## config.mk

```make
export PLATFORM = sky130hd
export DESIGN_NAME = conv_1x1_multichannel
export DESIGN_NICKNAME = d
export VERILOG_FILES = /design/src/rtl/conv_1x1_multichannel.sv
export SDC_FILE = /design/constraint.sdc
export NUM_CORES = 1
export LEC_CHECK = 0
export BUFFER_PORTS_ARGS = -buffer_cell sky130_fd_sc_hd__buf_2
export CELL_PAD_IN_SITES_DETAIL_PLACEMENT = 0
export CELL_PAD_IN_SITES_GLOBAL_PLACEMENT = 1
export CORE_MARGIN = 3
export CORE_UTILIZATION = 49
export DETAILED_ROUTE_END_ITERATION = 7
export PLACE_DENSITY = 0.81
export SLEW_MARGIN = 25
export SYNTH_ARGS = -nofsm -noshare
export SYNTH_HDL_FRONTEND = slang
export SYNTH_SLANG_ARGS = --single-unit
```

## constraint.sdc

```tcl
create_clock -name CLK -period 14.5 [get_ports CLK]
set_input_delay 0.725 -clock CLK [delete_from_list [all_inputs] [get_ports CLK]]
set_output_delay 0.725 -clock CLK [all_outputs]
set_load 0.1 [all_outputs]
```

## src/rtl/conv_1x1_multichannel.sv

```systemverilog
// Streaming 1x1 convolution: serial per-channel MAC, bias, fixed-point
// rescale, saturation and optional ReLU, one output sample per pixel.
module conv_1x1_multichannel #(
  parameter int IMG_Width  = 3,
  parameter int IMG_Height = 3,
  parameter int Datawidth  = 16,
  parameter int CH_IN      = 4,
  parameter int FRAC       = 8,
  parameter int ReLU       = 0
) (
  input  logic                          CLK,
  input  logic                          CLR,
  input  logic signed [Datawidth-1:0]   In,
  input  logic                          Valid_IN,
  output logic                          Ready_IN,
  input  logic [CH_IN*Datawidth-1:0]    K,
  input  logic signed [Datawidth-1:0]   Bias,
  output logic signed [Datawidth-1:0]   Out,
  output logic                          Valid_OUT,
  input  logic                          Ready_OUT,
  output logic                          Last_OUT
);

  localparam int DW   = Datawidth;
  localparam int NPIX = IMG_Width * IMG_Height;
  localparam int CW   = (CH_IN > 1) ? $clog2(CH_IN) : 1;
  localparam int PW   = (NPIX > 1) ? $clog2(NPIX) : 1;
  localparam int AW   = 2*DW + $clog2(CH_IN) + 1;
  localparam int SW   = AW + 1;

  localparam logic signed [SW-1:0] ONE  = {{(SW-1){1'b0}}, 1'b1};
  localparam logic signed [SW-1:0] SMAX = (ONE <<< (DW-1)) - ONE;
  localparam logic signed [SW-1:0] SMIN = -(ONE <<< (DW-1));

  logic [CW-1:0]          ch;
  logic [PW-1:0]          pix;
  logic signed [AW-1:0]   acc;

  logic                   accept;
  logic                   first;
  logic                   fin;
  logic                   last_pix;
  logic signed [DW-1:0]   k_sel;
  logic signed [2*DW-1:0] in_x;
  logic signed [2*DW-1:0] k_x;
  logic signed [2*DW-1:0] prod;
  logic signed [AW-1:0]   acc_nxt;
  logic signed [SW-1:0]   sum;
  logic signed [SW-1:0]   scaled;
  logic signed [DW-1:0]   res;

  assign Ready_IN = !Valid_OUT || Ready_OUT;
  assign accept   = Valid_IN && Ready_IN;
  assign first    = (ch == '0);
  assign fin      = accept && (ch == CW'(CH_IN-1));
  assign last_pix = (pix == PW'(NPIX-1));

  assign k_sel = K[ch*DW +: DW];
  assign in_x  = {{DW{In[DW-1]}}, In};
  assign k_x   = {{DW{k_sel[DW-1]}}, k_sel};
  assign prod  = in_x * k_x;

  // Channel 0 restarts the sum, which also covers CH_IN == 1.
  always_comb begin
    acc_nxt = (first ? '0 : acc) + AW'(prod);
    sum     = SW'(acc_nxt) + (SW'(Bias) <<< FRAC);
    scaled  = sum >>> FRAC;
    if (scaled > SMAX)
      res = {1'b0, {(DW-1){1'b1}}};
    else if (scaled < SMIN)
      res = {1'b1, {(DW-1){1'b0}}};
    else
      res = scaled[DW-1:0];
    if (ReLU != 0 && res[DW-1])
      res = '0;
  end

  always_ff @(posedge CLK or posedge CLR) begin
    if (CLR) begin
      ch  <= '0;
      acc <= '0;
    end else if (accept) begin
      ch  <= fin ? '0 : ch + CW'(1);
      acc <= acc_nxt;
    end
  end

  // A finalize overrides a consume, so back-to-back results never bubble.
  always_ff @(posedge CLK or posedge CLR) begin
    if (CLR) begin
      pix       <= '0;
      Out       <= '0;
      Valid_OUT <= 1'b0;
      Last_OUT  <= 1'b0;
    end else if (fin) begin
      pix       <= last_pix ? '0 : pix + PW'(1);
      Out       <= res;
      Valid_OUT <= 1'b1;
      Last_OUT  <= last_pix;
    end else if (Ready_OUT) begin
      Valid_OUT <= 1'b0;
      Last_OUT  <= 1'b0;
    end
  end

endmodule

```

==> results of run 1 <==
worst register-to-register path: cells and delay by family, from the launching register on:
family	cells	cell delay, ns
AO/OA/AOI/OAI	14	3.07
multiplexers	2	0.98
buffers and inverters	6	0.66
adder cells (fa/ha/maj)	9	3.80
AND/OR/NAND/NOR	14	2.96
flip-flops	1	0.59
XOR/XNOR	1	0.09
state kept, by name, indices dropped and copies added, names as in the netlist:
name / cells
Valid_OUT: 1
acc: 35
Out: 16
pix: 4
ch: 2
Last_OUT: 1
final cells by class:
cell class	count	area [um^2]	area share [%]
Multi-Input combinational cell	1418	13200	75.75
Tap cell	435	544.3	3.124
Inverter	342	1284	7.369
Clock inverter	7	58.81	0.3375
Sequential cell	59	1476	8.475
Timing Repair Buffer	124	635.6	3.648
Clock buffer	9	225.2	1.293
per-layer routing:
metal  vias up  wire, um  share of wire, %  GRT usage, %
met5         -         0                 0             0
met4         0       461               1.2         4.185
met3        31      1267               3.3         1.645
met2       245     18500                48         38.39
met1      6224     18370                48         32.83
li1       6128         -                 -             -
logic make-up after synthesis:
family          share of synthesized area (%)
fa+ha+maj                               44.13
simple gates                            18.05
xor+xnor                                4.372
flops                                   9.114
buf+inv                                 9.415
mux                                     2.935
compound gates                          11.98
final timing paths:
| path | end | slack (ns) | cells past startpoint |
|---|---|---|---|
| min in group asynchronous | acc[1]$_DFFE_PP0P_ | 0.61 | 3 |
| max reg2reg | Out[8]$_DFFE_PP0P_ | 2.18 | 46 |
| max in group asynchronous | acc[33]$_DFFE_PP0P_ | 13.35 | 3 |
| min | acc[29]$_DFFE_PP0P_ | 0.46 | 2 |
| min reg2reg | acc[29]$_DFFE_PP0P_ | 0.46 | 2 |
| max | Out[8]$_DFFE_PP0P_ | 2.18 | 46 |
cell usage in the layout (no fill, tap or decap), types with 5 or more instances in the layout:
master | netlist | final
a211o_1 | 5 | 5
a211oi_1 | 12 | 12
a21boi_0 | 7 | 7
a21o_1 | 31 | 31
a21oi_1 | 81 | 81
a31oi_1 | 7 | 7
and2_1 | 123 | 123
and3_1 | 8 | 8
buf_2 | 6 | 118
buf_4 | 1 | 6
clkbuf_16 | 0 | 9
dfrtp_1 | 59 | 59
fa_1 | 264 | 264
ha_1 | 149 | 149
inv_1 | 342 | 341
mux2_2 | 7 | 7
mux4_2 | 15 | 15
nand2_1 | 262 | 262
nand2b_1 | 15 | 15
nand3_1 | 13 | 13
nand3b_1 | 6 | 6
nand4_1 | 8 | 8
nor2_1 | 82 | 82
nor2b_1 | 38 | 38
nor3_1 | 18 | 18
nor4_1 | 5 | 5
o211ai_1 | 12 | 12
o21a_1 | 15 | 15
o21ai_0 | 60 | 60
o21bai_1 | 15 | 15
o31ai_1 | 8 | 8
or2_2 | 6 | 6
or3_1 | 7 | 7
xnor2_1 | 58 | 58
xor2_1 | 21 | 21
metrics by stage:
stage / hold WS, ns / area (um^2) / util [%] / cells / setup slack, ns
2_1_floorplan: 0.4379 / 16200 / - / 1880 / 3.092
3_3_place_gp: 0.4497 / 17140 / 53.48 / 2378 / 2.468
3_5_place_dp: 0.4543 / 17140 / 53.48 / 2378 / 2.303
4_1_cts: 0.4685 / 17420 / 54.37 / 2394 / 2.188
5_1_grt: 0.4746 / 17420 / 54.37 / 2394 / 1.258
6_report: 0.4643 / 17420 / 54.37 / 2394 / 2.185
==> impl_metrics.toml, run 1 <==
[sta]
clock-skew-final_ns = 0.01558
setup_violations = 0
max_slew.worst_pin.slew_ns = 0.7993
hold_viol_final = 0
maxSlewHeadroom_pct = 46.71
finalCritPeriodShare_pct = 84.93
min_period_ns = 12.32
fin_setup_tns_ns = 0
fmax_ghz = 0.08120
final-max-slew-violation-count = 0
rsz0062_at_grt = "false"

[global_routing]
antenna_found_initial = 0
grt_pass1_wl_mm = 66.65
grt_overflow = 0
grt_pass1_vias = 13140
grtUsageTotal_pct = 22.79
grt_max_degree = 60

[critical_path]
slowest_stage = "mux4_2"
crit_required_ns = 14.69
start_kind = "flip-flop"
critPathCaptureType = "flip-flop"
startpoint = "ch[0]$_DFFE_PP0P_"
worstReg2RegStart = "ch[0]$_DFFE_PP0P_"
worstPathMaxFanout = 16
critical-path-max-stage-delay_ns = 0.70
critPathKind = "reg -> reg"
critPathArrivalTime_ns = 12.50
crit_family = "adder cells"
cp_num_buf_inv = 6

[hold_path]
hold_path_class = "reg -> reg"
hp-start = "acc[29]$_DFFE_PP0P_"

[clocking]
ctsResizeCount = 0
insertion_delay_ns = 0.33
cts_made_buffers = 9
cts_num_sinks = 59
h-tree-depth = 3
cts_root_buffer = "clkbuf_16"
cts_hold_buf = 0
cts_tree = "done"
cts_buffer_depth = 2
cts_setup_buffers = 0
cts.clk_slew.worst_paths_ns = 0.07

[synth]
syn-num-nets = 2393
synthDistinctLibCells = 74
synth.cell_area_mm2 = 0.01620
avgSynthCellArea_um2 = 8.617
synth_common_cells = "342 x inv_1, 264 x fa_1, 262 x nand2_1"
synth-seq-area-share_pct = 9.114
synthFlopType = "dfrtp_1"
synth_area_leaders = "fa_1 33%, ha_1 12%, dfrtp_1 9.1%, inv_1 7.9%, nand2_1 6.1%"
syn_inst = 1880
synth-edff-count = 0
ys_ff_latch = 59
yosysTopAreaCell = "fa_1"
yosys_warnings = 0
yosysTopAreaCellShare_pct = 32.63
yosysMostFrequentCell = "inv_1"
async_flop_share_pct = 100.0

[placed_design]
place.gp.congestion = 0.8694
dp_hpwl_mm = 32.31
io_buffers = 118

[die]
ios = 119
die-area_mm2 = 0.03528
start_util_pct = 50.55
die_x_um = 187.8
die_height_um = 187.8
std_cell_rows = 65
core_mm2 = 0.03204

[drt]
drt-initial-drc-count = 793
via_per_inst = 5.275
vias = 12630
ant_nets = 0
drtPass1Iterations = 5
wl_per_cell_um = 16.13
drc = 0
drt_wl_total_mm = 38.61

[final_layout]
area_growth_syn_to_layout_pct = 7.546
insertedDiodeCount = 0
nFillCells = 3096
drive_gt1_share_pct = 9.597
final_nets = 2467

[run_status]
status = "finished clean"

[run]
drv_cap = 0
Power of run 1 is left out: the tool's default activity adds up to more than one toggle a clock period on the data nets, which glitch-free logic cannot reach.
==> run 2: changes to the inputs <==
==> constraint.sdc (replaced) <==
create_clock -name CLK -period 12.6 [get_ports CLK]
set_input_delay 0.63 -clock CLK [delete_from_list [all_inputs] [get_ports CLK]]
set_output_delay 0.63 -clock CLK [all_outputs]
set_load 0.1 [all_outputs]
==> run 2 against run 1 <==
  * Fmax grew 5.8%
  * Global-route usage grew 0.065 points
  * Die area is the same
  * Wire length grew 1.4%
  * Sequential cell count did not move
  * Sequential share of layout area barely moved
  * Setup slack worse by 1.2 ns
  * Cell count grew 0.17%
  * Via count rose by 0.15%
  * Final area increased by 0.34%
  * Critical path depth fell by 1
  * First-iteration DRC count is 20% lower
==> impl_metrics.toml, run 2 (same netlist as run 1, synthesis figures left out) <==
[final_layout]
final_cell_mix = "341 x inv_1, 264 x fa_1, 262 x nand2_1"
area_growth_syn_to_layout_pct = 7.909
largest-register = "acc"
top_regs = "acc x35, Out x16, pix x4"
insertedDiodeCount = 0
multi_input_area_mm2 = 0.01321
seqCellArea_mm2 = 0.001480
drive_gt1_share_pct = 9.883
final_nets = 2471
largest_reg_flops = 35
nFillCells = 3098
final_common_cell = "inv_1"

[sta]
max_slew.worst_pin.slew_ns = 0.7846
final-max-slew-violation-count = 0
maxSlewHeadroom_pct = 47.69
setup_violations = 0
min_period_ns = 11.64
hold_viol_final = 0
finalCritPeriodShare_pct = 92.38
fin_setup_tns_ns = 0
fmax_ghz = 0.08591
clock-skew-final_ns = 0.01602
rsz0062_at_grt = "false"

[drt]
drc = 0
vias = 12650
via_per_inst = 5.274
ant_nets = 0
wl_per_cell_um = 16.32
drtPass1Iterations = 8
drt-initial-drc-count = 631
drt_wl_total_mm = 39.14

[clocking]
cts_num_sinks = 59
cts_made_buffers = 9
h-tree-depth = 3
cts_root_buffer = "clkbuf_16"
cts_tree = "done"
cts_buffer_depth = 2
cts_hold_buf = 0
cts.clk_slew.worst_paths_ns = 0.07
insertion_delay_ns = 0.34

[global_routing]
busiest_layer = "met2"
grtUsageMet1_pct = 32.20
grt_max_degree = 60
grt_pass1_vias = 13220
use_met2_pct = 38.85
antenna_found_initial = 0
grt_overflow = 0
grt_use_met3_pct = 2.412
grt_pass1_wl_mm = 66.54
grtUsageTotal_pct = 22.85

[critical_path]
reg2reg_depth = 45
critPathKind = "reg -> reg"
r2r_end = "Out[5]$_DFFE_PP0P_"
start_kind = "flip-flop"
critPathArrivalTime_ns = 11.84
slowest_stage = "mux4_2"
crit_required_ns = 12.80
cp_common_cell = "fa_1"
worstPathMaxFanout = 16
worstReg2RegStart = "ch[0]$_DFFE_PP0P_"
rrSetupSlack_ns = 0.96
critical-path-max-stage-delay_ns = 0.70
startpoint = "ch[0]$_DFFE_PP0P_"
cp-endpoint = "Out[5]$_DFFE_PP0P_"
critPathCaptureType = "flip-flop"

[run]
drv_cap = 0

[placed_design]
place.gp.congestion = 0.9049
io_buffers = 118
dp_hpwl_mm = 32.67

[die]
core_mm2 = 0.03204
ios = 119
start_util_pct = 50.55
die-area_mm2 = 0.03528
die_x_um = 187.8
die_height_um = 187.8
std_cell_rows = 65

[hold_path]
hold_path_class = "reg -> reg"

[run_status]
status = "finished clean"
[run 2: changes by cell type in the layout (fill, tap and decap cells not counted)]
cell	change
a2111oi_0	-1
buf_12	+1
buf_4	+3
a2111oi_1	+1
nor2_4	+1
dfrtp_1	-1
a31oi_2	+1
a31oi_1	-1
nor2_2	-1
dfrtp_4	+1
[run 2: routing by layer]
layer	part of all wire (%)	vias to the layer above	wire, um
met5	0	-	0
met4	1.2	0	470
met3	4.2	35	1642
met2	48	288	18870
met1	46	6182	18150
li1	-	6142	-
[run 2: how the worst min path moves through the flow]
stage	endpoint	from	slack, ns	cells after the start
floorplan	acc[0]$_DFFE_PP0P_	acc[0]$_DFFE_PP0P_	0.44	2
global placement	acc[16]$_DFFE_PP0P_	acc[16]$_DFFE_PP0P_	0.45	2
detailed placement	acc[22]$_DFFE_PP0P_	acc[22]$_DFFE_PP0P_	0.45	2
CTS	acc[30]$_DFFE_PP0P_	acc[30]$_DFFE_PP0P_	0.47	2
global route	acc[12]$_DFFE_PP0P_	acc[12]$_DFFE_PP0P_	0.48	2
finish	acc[30]$_DFFE_PP0P_	acc[30]$_DFFE_PP0P_	0.46	2
[run 2: critical path, delay by kind of cell, from the launching register on]
kind	cells	cell delay [ns]
xor+xnor	3	0.46
compound gates	17	3.33
mux	1	0.70
flops	1	0.59
buf+inv	4	0.20
simple gates	11	2.32
fa+ha+maj	9	3.92
[run 2: timing repair]
action	CTS	global route
resized for setup	0	5
setup endpoints to repair	0	15
endpoints found under the hold margin	0	0
buffers inserted	0	1
[run 2: layout make-up]
type	instances	area share, %
well taps	435	3.114
multi-input cells	1418	75.57
clock buffers	9	1.288
inverters	342	7.344
flip-flops and latches	59	8.468
clock inverters	7	0.3364
repair buffers	128	3.879
[run 2: metrics by stage]
| step | instance area [um^2] | instances | hold slack, ns | worst slack (ns) | utilization, % |
|---|---|---|---|---|---|
| final | 17480 | 2398 | 0.4636 | 0.9601 | 54.55 |
| after global placement | 17160 | 2381 | 0.4498 | 0.5564 | 53.55 |
| after detailed placement | 17160 | 2381 | 0.4548 | 0.3202 | 53.55 |
| after global routing | 17480 | 2398 | 0.4841 | 0.09592 | 54.55 |
| after CTS | 17440 | 2397 | 0.4694 | 0.2437 | 54.44 |
| after floorplan | 16200 | 1880 | 0.4379 | 1.192 | - |
Power of run 2 is left out for the same reason.
==> run 3: changes to the inputs <==
--- a/config.mk
+++ b/config.mk
@@ -5,12 +5,13 @@
 export SDC_FILE = /design/constraint.sdc
 export NUM_CORES = 1
 export LEC_CHECK = 0
-export BUFFER_PORTS_ARGS = -buffer_cell sky130_fd_sc_hd__buf_2
+export BUFFER_PORTS_ARGS = -buffer_cell sky130_fd_sc_hd__clkbuf_2
 export CELL_PAD_IN_SITES_DETAIL_PLACEMENT = 0
 export CELL_PAD_IN_SITES_GLOBAL_PLACEMENT = 1
 export CORE_MARGIN = 3
 export CORE_UTILIZATION = 49
 export DETAILED_ROUTE_END_ITERATION = 7
+export MAX_ROUTING_LAYER = met4
 export PLACE_DENSITY = 0.81
 export SLEW_MARGIN = 25
 export SYNTH_ARGS = -nofsm -noshare
==> run 3 against run 2 <==
  * Fmax about the same
  * Wire length hardly changed
  * Non-clock buffer count is 2 lower
  * Sequential cell count is the same
  * Sequential share of layout area about the same
  * Global-route usage grew 1.1 points
  * Utilization about the same
  * Count of clock-buffer cells in the layout grew 1
  * Final area is essentially flat
  * First-iteration DRC count down 1.6%
  * Register-to-register slack hardly changed
  * Hold slack is essentially flat
==> impl_metrics.toml, run 3 (same netlist as run 1, synthesis figures left out) <==
[global_routing]
grt_pass1_vias = 13240
grt_overflow = 0
grtUsageTotal_pct = 23.93
grt_pass1_wl_mm = 67.39
antenna_found_initial = 0
grt_max_degree = 60

[die]
ios = 119
die_height_um = 187.8
die-area_mm2 = 0.03528
std_cell_rows = 65
start_util_pct = 50.55
die_x_um = 187.8
core_mm2 = 0.03204

[clocking]
cts.clk_slew.worst_paths_ns = 0.06
insertion_delay_ns = 0.34
cts_tree = "done"
cts_num_sinks = 59
cts_root_buffer = "clkbuf_16"
cts_made_buffers = 9
cts_buffer_depth = 2
h-tree-depth = 3

[final_layout]
final_cell_mix = "341 x inv_1, 264 x fa_1, 262 x nand2_1"
top_regs = "acc x35, Out x16, pix x4"
drive_gt1_share_pct = 9.791
final_nets = 2469
insertedDiodeCount = 0
area_growth_syn_to_layout_pct = 7.894
largest-register = "acc"
final_common_cell = "inv_1"
largest_reg_flops = 35

[critical_path]
slowest_stage = "mux4_2"
critPathArrivalTime_ns = 11.84
critical-path-max-stage-delay_ns = 0.72
rrSetupSlack_ns = 0.96
r2r_end = "Out[14]$_DFFE_PP0P_"
worstPathMaxFanout = 16
worstReg2RegStart = "ch[0]$_DFFE_PP0P_"
cp_common_cell = "fa_1"
critPathCaptureType = "flip-flop"
critPathKind = "reg -> reg"
crit_required_ns = 12.80
reg2reg_depth = 44
start_kind = "flip-flop"

[sta]
final-max-slew-violation-count = 0
max_slew.worst_pin.slew_ns = 0.7914
clock-skew-final_ns = 0.008971
fin_setup_tns_ns = 0
finalCritPeriodShare_pct = 92.37
maxSlewHeadroom_pct = 47.24
min_period_ns = 11.64
hold_viol_final = 0
setup_violations = 0
rsz0062_at_grt = "false"
fmax_ghz = 0.08592

[drt]
wl_per_cell_um = 16.35
drt_wl_total_mm = 39.17
drc = 0
vias = 12670
drt-initial-drc-count = 621
ant_nets = 0
via_per_inst = 5.289
drtPass1Iterations = 4

[placed_design]
place.gp.congestion = 0.9663
dp_hpwl_mm = 32.57
io_buffers = 118

[run]
drv_cap = 0

[run_status]
status = "finished clean"

[hold_path]
holdPathStages = 2
hp-start = "acc[11]$_DFFE_PP0P_"
hold_path_class = "reg -> reg"
min_to = "acc[11]$_DFFE_PP0P_"
==> run 3: stage by stage <==
step	hold WS (ns)	cells	area (um^2)	util, %	worst slack [ns]
2_1_floorplan	0.4379	1880	16200	-	1.192
3_3_place_gp	0.4501	2379	17150	53.51	0.5671
3_5_place_dp	0.4558	2379	17150	53.51	0.3604
4_1_cts	0.4686	2395	17440	54.42	0.2847
5_1_grt	0.4907	2396	17480	54.55	0.04931
6_report	0.4634	2396	17480	54.55	0.9610
==> run 3: worst max-delay path by stage <==
| stage | from | end | slack, ns | cells past startpoint |
|---|---|---|---|---|
| 2_1_floorplan | ch[0]$_DFFE_PP0P_ | Out[10]$_DFFE_PP0P_ | 1.19 | 47 |
| 3_3_place_gp | ch[0]$_DFFE_PP0P_ | Out[4]$_DFFE_PP0P_ | 0.57 | 45 |
| 3_5_place_dp | ch[0]$_DFFE_PP0P_ | Out[6]$_DFFE_PP0P_ | 0.36 | 45 |
| 4_1_cts | ch[0]$_DFFE_PP0P_ | Out[14]$_DFFE_PP0P_ | 0.28 | 45 |
| 5_1_grt | ch[0]$_DFFE_PP0P_ | Out[11]$_DFFE_PP0P_ | 0.05 | 45 |
| 6_report | ch[0]$_DFFE_PP0P_ | Out[14]$_DFFE_PP0P_ | 0.96 | 44 |
==> run 3: final cells by class <==
class / instances / area (um^2)
Fill cell: 3055 / 14570
Multi-Input combinational cell: 1418 / 13220
Sequential cell: 59 / 1478
Inverter: 342 / 1284
Timing Repair Buffer: 126 / 663.1
Tap cell: 435 / 544.3
Clock buffer: 10 / 229.0
Clock inverter: 6 / 65.06
==> run 3: timing repair <==
action	CTS	global route
hold buffers	0	0
endpoints found under the setup margin	0	15
setup buffers	0	1
gates resized for setup	0	5
==> run 3: worst max-delay path, delay by kind of cell, from the launching register on <==
kind / cells / cell delay [ns]
multiplexers: 1 / 0.72
buffers and inverters: 4 / 0.21
flip-flops: 1 / 0.59
adder cells (fa/ha/maj): 9 / 3.87
AO/OA/AOI/OAI: 17 / 3.15
AND/OR/NAND/NOR: 11 / 2.73
XOR/XNOR: 2 / 0.25
==> run 3: layer usage <==
metal | GRT usage (%) | vias to the layer above | part of all wire, %
met1 | 33.01 | 6244 | 47
met5 | - | - | 0
met3 | 1.496 | 46 | 3.1
met2 | 39.26 | 248 | 48
met4 | 5.397 | 0 | 1.9
li1 | - | 6134 | -
Power of run 3 is left out for the same reason.
